<file path="src/rtl/my_mod_pkg.sv">
// ============================================================================
// Module      : my_mod_pkg
// Description : Shared constants, digit type and ALU opcode encoding for the
//               digit-stream register file (my_mod) and its nibble ALU.
// Revision    : 1.0 - initial release
// ============================================================================
`default_nettype none

package my_mod_pkg;

  localparam int DW   = 4;          // digit width in bits
  localparam int NDIG = 8;          // digits held in the shift window
  localparam int XW   = DW * NDIG;  // window width in bits
  localparam int RW   = 8;          // ALU result / B width

  typedef logic [DW-1:0] digit_t;

  typedef enum logic [1:0] {
    OP_PASS = 2'b00,
    OP_ADD  = 2'b01,
    OP_CAT  = 2'b10,
    OP_CMP  = 2'b11
  } op_e;

  // Pick digit 'idx' out of the window; digit 0 is the least-significant one.
  function automatic digit_t sel_digit(input logic [XW-1:0] x,
                                       input logic [2:0]    idx);
    return x[DW*idx +: DW];
  endfunction

endpackage

`default_nettype wire

</file>
<file path="src/rtl/my_mod_alu.sv">
// ============================================================================
// Module      : my_mod_alu
// Description : Purely combinational nibble ALU. Combines the selected window
//               digit with the memory register M according to the opcode.
// Ports       : nib  in  4  selected digit of the window
//               m    in  4  memory register value
//               op   in  2  operation (PASS / ADD / CAT / CMP)
//               r    out 8  result
// Revision    : 1.0 - initial release
// ============================================================================
`default_nettype none

module my_mod_alu
  import my_mod_pkg::*;
(
  input  digit_t        nib,
  input  digit_t        m,
  input  op_e           op,
  output logic [RW-1:0] r
);

  logic [DW:0] sum;

  // Full 5-bit sum so that F+F = 1E is reported without wrapping.
  assign sum = {1'b0, nib} + {1'b0, m};

  always_comb begin
    r = '0;
    unique case (op)
      OP_PASS: r = {4'h0, nib};
      OP_ADD:  r = {3'b000, sum};
      OP_CAT:  r = {m, nib};
      OP_CMP: begin
        if (nib > m)       r = 8'h01;
        else if (nib == m) r = 8'h00;
        else               r = 8'hFF;
      end
      default: r = '0;
    endcase
  end

endmodule

`default_nettype wire

</file>
<file path="src/rtl/my_mod.sv">
// ============================================================================
// Module      : my_mod
// Description : Digit-stream register file. Each clock a digit is shifted
//               into an 8-digit window X; one digit of X is selected by
//               A[2:0] and combined with memory register M by the ALU
//               (opcode A[4:3]). S stores the ALU result into B, I loads the
//               selected digit into M.
// Ports       : Clk    in  1  system clock, rising edge
//               Rst_n  in  1  asynchronous active-low reset
//               Din    in  4  streamed digit
//               A      in  5  [2:0] digit index, [4:3] opcode
//               I      in  1  load enable  (M <= selected digit)
//               S      in  1  store enable (B <= ALU result)
//               B      out 8  registered result
// Revision    : 1.0 - initial release
// ============================================================================
`default_nettype none

module my_mod
  import my_mod_pkg::*;
(
  input  logic          Clk,
  input  logic          Rst_n,
  input  logic [DW-1:0] Din,
  input  logic [4:0]    A,
  input  logic          I,
  input  logic          S,
  output logic [RW-1:0] B
);

  logic [XW-1:0] x_q, x_d;
  digit_t        m_q, m_d;
  logic [RW-1:0] b_q, b_d;

  digit_t        nib;
  logic [RW-1:0] alu_r;

  // Selection and ALU both see the pre-edge window and the old M, so the
  // digit arriving on Din this cycle is never selectable, and a combined
  // store+load computes with M before it is overwritten.
  assign nib = sel_digit(x_q, A[2:0]);

  my_mod_alu u_alu (
    .nib (nib),
    .m   (m_q),
    .op  (op_e'(A[4:3])),
    .r   (alu_r)
  );

  always_comb begin
    x_d = {x_q[XW-DW-1:0], Din};  // oldest digit drops off the top
    m_d = m_q;
    b_d = b_q;
    if (I) m_d = nib;
    if (S) b_d = alu_r;
  end

  always_ff @(posedge Clk or negedge Rst_n) begin
    if (!Rst_n) begin
      x_q <= '0;
      m_q <= '0;
      b_q <= '0;
    end else begin
      x_q <= x_d;
      m_q <= m_d;
      b_q <= b_d;
    end
  end

  assign B = b_q;

endmodule

`default_nettype wire

</file>
<file path="config.mk">
export PLATFORM = sky130hd
export DESIGN_NAME = my_mod
export DESIGN_NICKNAME = d
export VERILOG_FILES = /design/src/rtl/my_mod_pkg.sv /design/src/rtl/my_mod_alu.sv /design/src/rtl/my_mod.sv
export SDC_FILE = /design/constraint.sdc
export NUM_CORES = 1
export LEC_CHECK = 0
export ABC_AREA = 1
export CAP_MARGIN = 25
export CORE_ASPECT_RATIO = 0.5
export CORE_MARGIN = 2
export CORE_UTILIZATION = 58
export CTS_BUF_LIST = sky130_fd_sc_hd__clkbuf_8
export DETAILED_ROUTE_END_ITERATION = 7
export GPL_TIMING_DRIVEN = 0
export PLACE_DENSITY = 0.81
export SETUP_SLACK_MARGIN = 0.05
export SLEW_MARGIN = 20
export SYNTH_ARGS = -nofsm -noshare
export SYNTH_HDL_FRONTEND = slang
export SYNTH_SLANG_ARGS = --single-unit
</file>
<file path="constraint.sdc">
create_clock -name Clk -period 2.1 [get_ports Clk]
set_input_delay 0.21 -clock Clk [delete_from_list [all_inputs] [get_ports Clk]]
set_output_delay 0.21 -clock Clk [all_outputs]
set_load 0.005 [all_outputs]
</file>
; ---- Yosys cells after proc, flatten, opt, wreduce, memory -nomap -nowiden
; Index checks and enable logic that the tools add are counted.
[totals]
input_bits = 13
ff_bits = 44
elab_cells = 14
output_inout_bits = 8
[op_classes]
order_cmp = 1
shift = 1
reduce_logical = 1
addsub = 1
n_mux = 3
eq_ne = 4
[ops]
columns = op, n
row1 = $pmux 8 s4, 1
row2 = $shiftx 32x6->4, 1
row3 = $mux 8, 2
row4 = $add 4x4->5, 1
row5 = $eq 2x2->1 const B, 2
row6 = $eq 4x4->1, 1
row7 = $gt 4x4->1, 1
row8 = $eq 2x1->1 const B, 1
row9 = $logic_not 2->1, 1

; ---- Logic depth before layout (Yosys ltp)
[depth]
ltp_word = 5
depth_mapped = 18
depth_no_buf = 16

; ---- Modules after synthesis
; From an unflattened synthesis, not the netlist that was laid out.
[hier_totals]
hier_cells = 226
area_unflattened_um2 = 2050.7
[by_module_without_submodules]
columns = mod, n_inst, cells_each, seq_area_each_um2, area_each_um2
row1 = my_mod, 1, 161, 1101.1, 1687.9
row2 = my_mod_alu, 1, 65, 0.0, 362.8

; ---- Worst setup path after synthesis
; No wires, ideal clock.
[synth_timing]
kind = input -> register
start = in A[0]
end = reg b_q[4], in the netlist B[4]
arrival_ps = 1960
setup_time_ps = 117
t_required_ps = 1983
setup_slack_ps = 23
path_buffers = 2
path_stages = 16
cell_sequence = buf_6 -> buf_6 -> nor2_1 -> nor2_1 -> o21ai_1 -> o211ai_2 -> nand2_1 -> inv_1 -> ha_1 -> fa_1 -> a21oi_1 -> nor2_1 -> o21ai_0 -> nand3_1 -> nand2_1 -> nand2_1
[synth_via]
elab_chain_cells = 5
word_cells_on_any_way = 7
classes_between = add/sub (1) / order compare (1) / eq/ne (1) / shift (1) / mux (3)
[synth_lines]
columns = element, line_no
row1 = "start, declared", my_mod.sv:25  ; input logic [4:0] A,
row2 = $shiftx 32x6->4 *, my_mod_pkg.sv:28  ; return x[DW*idx +: DW];
row3 = net nib[0], my_mod.sv:35  ; digit_t nib;
row4 = "parallel branches: the longest is 3 deep, another holds $gt 4x4->1", -
row5 = $pmux 8 s4 *, my_mod_alu.sv:29  ; unique case (op)
row6 = "end signal, assigned", my_mod.sv:62  ; b_q <= '0;
row7 = "end signal, assigned", my_mod.sv:66  ; b_q <= b_d;
row8 = "end, declared", my_mod.sv:33  ; logic [RW-1:0] b_q, b_d;
; Mark *: on every way through the listed nets, which the timed path passes.
; A chain may end at the register's enable or synchronous reset.

; ---- Worst setup path after layout
[layout_timing]
start = reg x_q[8]
end = reg b_q[4], in the netlist B[4]
[layout_via]
elab_chain_cells = 5
word_cells_on_any_way = 7
classes_between = add/sub (1) / order compare (1) / eq/ne (1) / shift (1) / mux (3)
[layout_lines]
columns = element, line_no
row1 = "start, declared", my_mod.sv:31  ; logic [XW-1:0] x_q, x_d;
row2 = "start signal, assigned", my_mod.sv:60  ; x_q <= '0;
row3 = "start signal, assigned", my_mod.sv:64  ; x_q <= x_d;
row4 = $shiftx 32x6->4 *, my_mod_pkg.sv:28
row5 = net nib[0], my_mod.sv:35
row6 = "parallel branches: the longest is 3 deep, another holds $gt 4x4->1", -
row7 = $pmux 8 s4 *, my_mod_alu.sv:29
; Marked as above.

==> impl_metrics.json <==
{
  "place_area_um2": 2230,
  "vdd_ir_drop_max_mv": 0.547,
  "status": "finished, final reports clean",
  "ioPinCount": 21,
  "start_util": 0.633,
  "fp.dieArea_um2": 3940,
  "worst-r2r-setup-slack_ps": 1,
  "period_share": 1.00,
  "multi_input_area_um2": 853,
  "cap_violations": 0,
  "min_period_ps": 2100,
  "hp-start": "S",
  "synth_fp_nets": 243,
  "insertion_delay_ps": 300,
  "netlist_instances": 221,
  "dr.pass1.iters": 4,
  "nNetsFinal": 282,
  "dp_hpwl_um": 2760,
  "cts_num_sinks": 44,
  "die_x_um": 86.7,
  "drt-wirelength-per-cell_um": 14.6,
  "reg2reg_from": "x_q[8]",
  "remaining_drc_errors": 0,
  "antenna_found_initial": 0,
  "end_kind": "register",
  "grt_pass1_wl_um": 7130,
  "p_leak_nw": 1.26,
  "slew_headroom": 0.726,
  "reg2regPathDepth": 14,
  "hp-class": "input pin to register",
  "hold_path_depth": 3,
  "drive_above_1_share": 0.238,
  "ys_seq_elements": 44,
  "setup_viol": 0,
  "gp_congestion": 0.887,
  "htreeDepth": 2,
  "ff_latch_area_um2": 1100,
  "cellPowerDensity_nw_per_um2": 823,
  "io_buffers": 18,
  "drt_wl_total_um": 4400,
  "grt_usage": 0.244,
  "tightest_slew_ps": 410,
  "postLayoutCellArea_um2": 2570,
  "avgSynthCellArea_um2": 8.98,
  "finalHoldViolations": 0,
  "drv_slew": 0,
  "synth.cell_area_um2": 1990,
  "worst_ep_arrival_time_ps": 2290,
  "vias": 1613,
  "die_h_um": 45.4,
  "ant_nets": 0,
  "rr_endpoint": "B[4]",
  "min_to": "B[6]",
  "cts.clk_slew.worst_paths_ps": 90,
  "rsz0062_at_grt": "yes",
  "drt_iter0_markers": 88,
  "n_antenna_cell": 0,
  "fill_cells": 180,
  "place_inst": 280,
  "grt_start_max_net_pins": 35,
  "stdcell_count": 301,
  "cts_tree": "built",
  "synth.distinct_cells": 19,
  "overflow": 0,
  "rows": 14,
  "cts-root-buf": "clkbuf_8",
  "crit_required_ps": 2290,
  "cts_buffers": 5,
  "start_kind": "register",
  "max_freq_mhz": 476,
  "cp_max_fo": 3,
  "clockBufferDepth": 2,
  "finalClockSkew_ps": 5.32,
  "core-area_um2": 3140,
  "area_delta_synth_final_pct": 29.6,
  "synth_seq_area_share": 0.555,
  "path_class": "register to register",
  "ys_warn_count": 0,
  "grt_pass1_vias": 1542,
  "via_per_inst": 5.36
}
==> registers in the layout (all words and copies together) (netlist names) <==
signal	count
B	8
x_q	32
m_q	4
==> cells by family after synthesis <==
kind of cell | after synthesis | synth area share
and+or+nand+nor | 106 | 0.231
DFF | 44 | 0.555
buffers and inverters | 33 | 0.0756
AOI/OAI and AO/OA | 29 | 0.0788
adders and majority gates | 9 | 0.0605
==> worst max path at each step <==
| stage | startpoint | to | cells after the start |
|---|---|---|---|
| 2_1_floorplan | A[0] | B[4] | 16 |
| 3_3_place_gp | A[1] | B[4] | 15 |
| 3_5_place_dp | A[1] | B[4] | 15 |
| 4_1_cts | x_q[8] | B[4] | 14 |
| 5_1_grt | x_q[8] | B[4] | 14 |
| 6_report | x_q[8] | B[4] | 14 |
==> power breakdown <==
| group | leakage, nW | internal [mW] | switching [mW] |
|---|---|---|---|
| clock network | 0.0614 | 0.389 | 0.297 |
| registers | 0.518 | 0.913 | 0.0419 |
| logic | 0.685 | 0.225 | 0.251 |
| total | 1.26 | 1.53 | 0.590 |
==> synthesized netlist by cell type <==
cell type	count	area, um^2
o21ai_1	7	35.0
nand3_1	17	85.1
nand2_1	47	176
inv_4	1	6.26
dfrtp_1	44	1100
nand3_2	3	30.0
a21oi_1	8	40.0
o21ai_0	12	60.1
clkbuf_1	1	3.75
nor2_1	33	124
nand2_2	4	25.0
a21oi_2	1	8.76
ha_1	8	100
inv_1	27	101
o211ai_2	1	12.5
buf_2	1	5.00
fa_1	1	20.0
buf_6	3	33.8
and2_4	2	17.5
==> cell usage in the layout (no fill, tap or decap), drive strengths merged, types with 2 or more instances in the layout <==
cell type / synthesis / final
nand2: 51 / 51
dfrtp: 44 / 44
nor2: 33 / 33
inv: 28 / 28
nand3: 20 / 20
o21ai: 19 / 19
buf: 4 / 18
clkdlybuf4s50: 0 / 15
a21oi: 9 / 9
ha: 8 / 8
clkbuf: 1 / 7
and2: 2 / 2
dlygate4sd2: 0 / 2
==> per-layer routing <==
metal | share of wire | wire length, um | track usage
met5 | 0 | 0 | 0
met4 | 0.018 | 78 | 0.0656
met1 | 0.46 | 2030 | 0.334
met2 | 0.46 | 2040 | 0.406
met3 | 0.057 | 250 | 0.0580
==> what timing repair did <==
action | CTS | global route
setup buffers | 6 | 6
hold buffers | 1 | 0
hold endpoints to repair | 10 | 0
gates resized for setup | 16 | 16
gates cloned | 1 | 0
pin swaps | 9 | 24
setup endpoints to repair | 7 | 8
==> worst max-delay path, stage by stage, from the launching register on <==
cell,delay [ps]
dfrtp_1,400
nor2_2,100
nor2_1,60
o21ai_1,100
nand3_2,130
nand2_2,110
inv_2,50
ha_4,160
fa_2,370
a21oi_2,140
nor2_1,50
o21ai_1,120
nand3_1,90
nand2_1,60
nand2_1,50
==> layout make-up <==
cell class	count	area share
Buffer	5	0.0190
Clock buffer	6	0.0321
Clock inverter	2	0.0151
Inverter	28	0.0418
Multi-Input combinational cell	144	0.332
Sequential cell	44	0.428
Tap cell	40	0.0195
Timing Repair Buffer	32	0.113
==> stage by stage <==
stage	hold slack (ps)	power [mW]	TNS, ps	worst slack (ps)	utilization
after floorplan	-85.6	1.18	0	70.8	-
after global placement	353	1.32	-12110	-500	0.708
after detailed placement	109	1.34	-3510	-553	0.712
after CTS	285	2.05	0	12.8	0.784
after global routing	326	2.21	-276	-136	0.820
final	301	2.12	0	1.00	0.820
No activity file was read; power rests on OpenSTA's default activity.
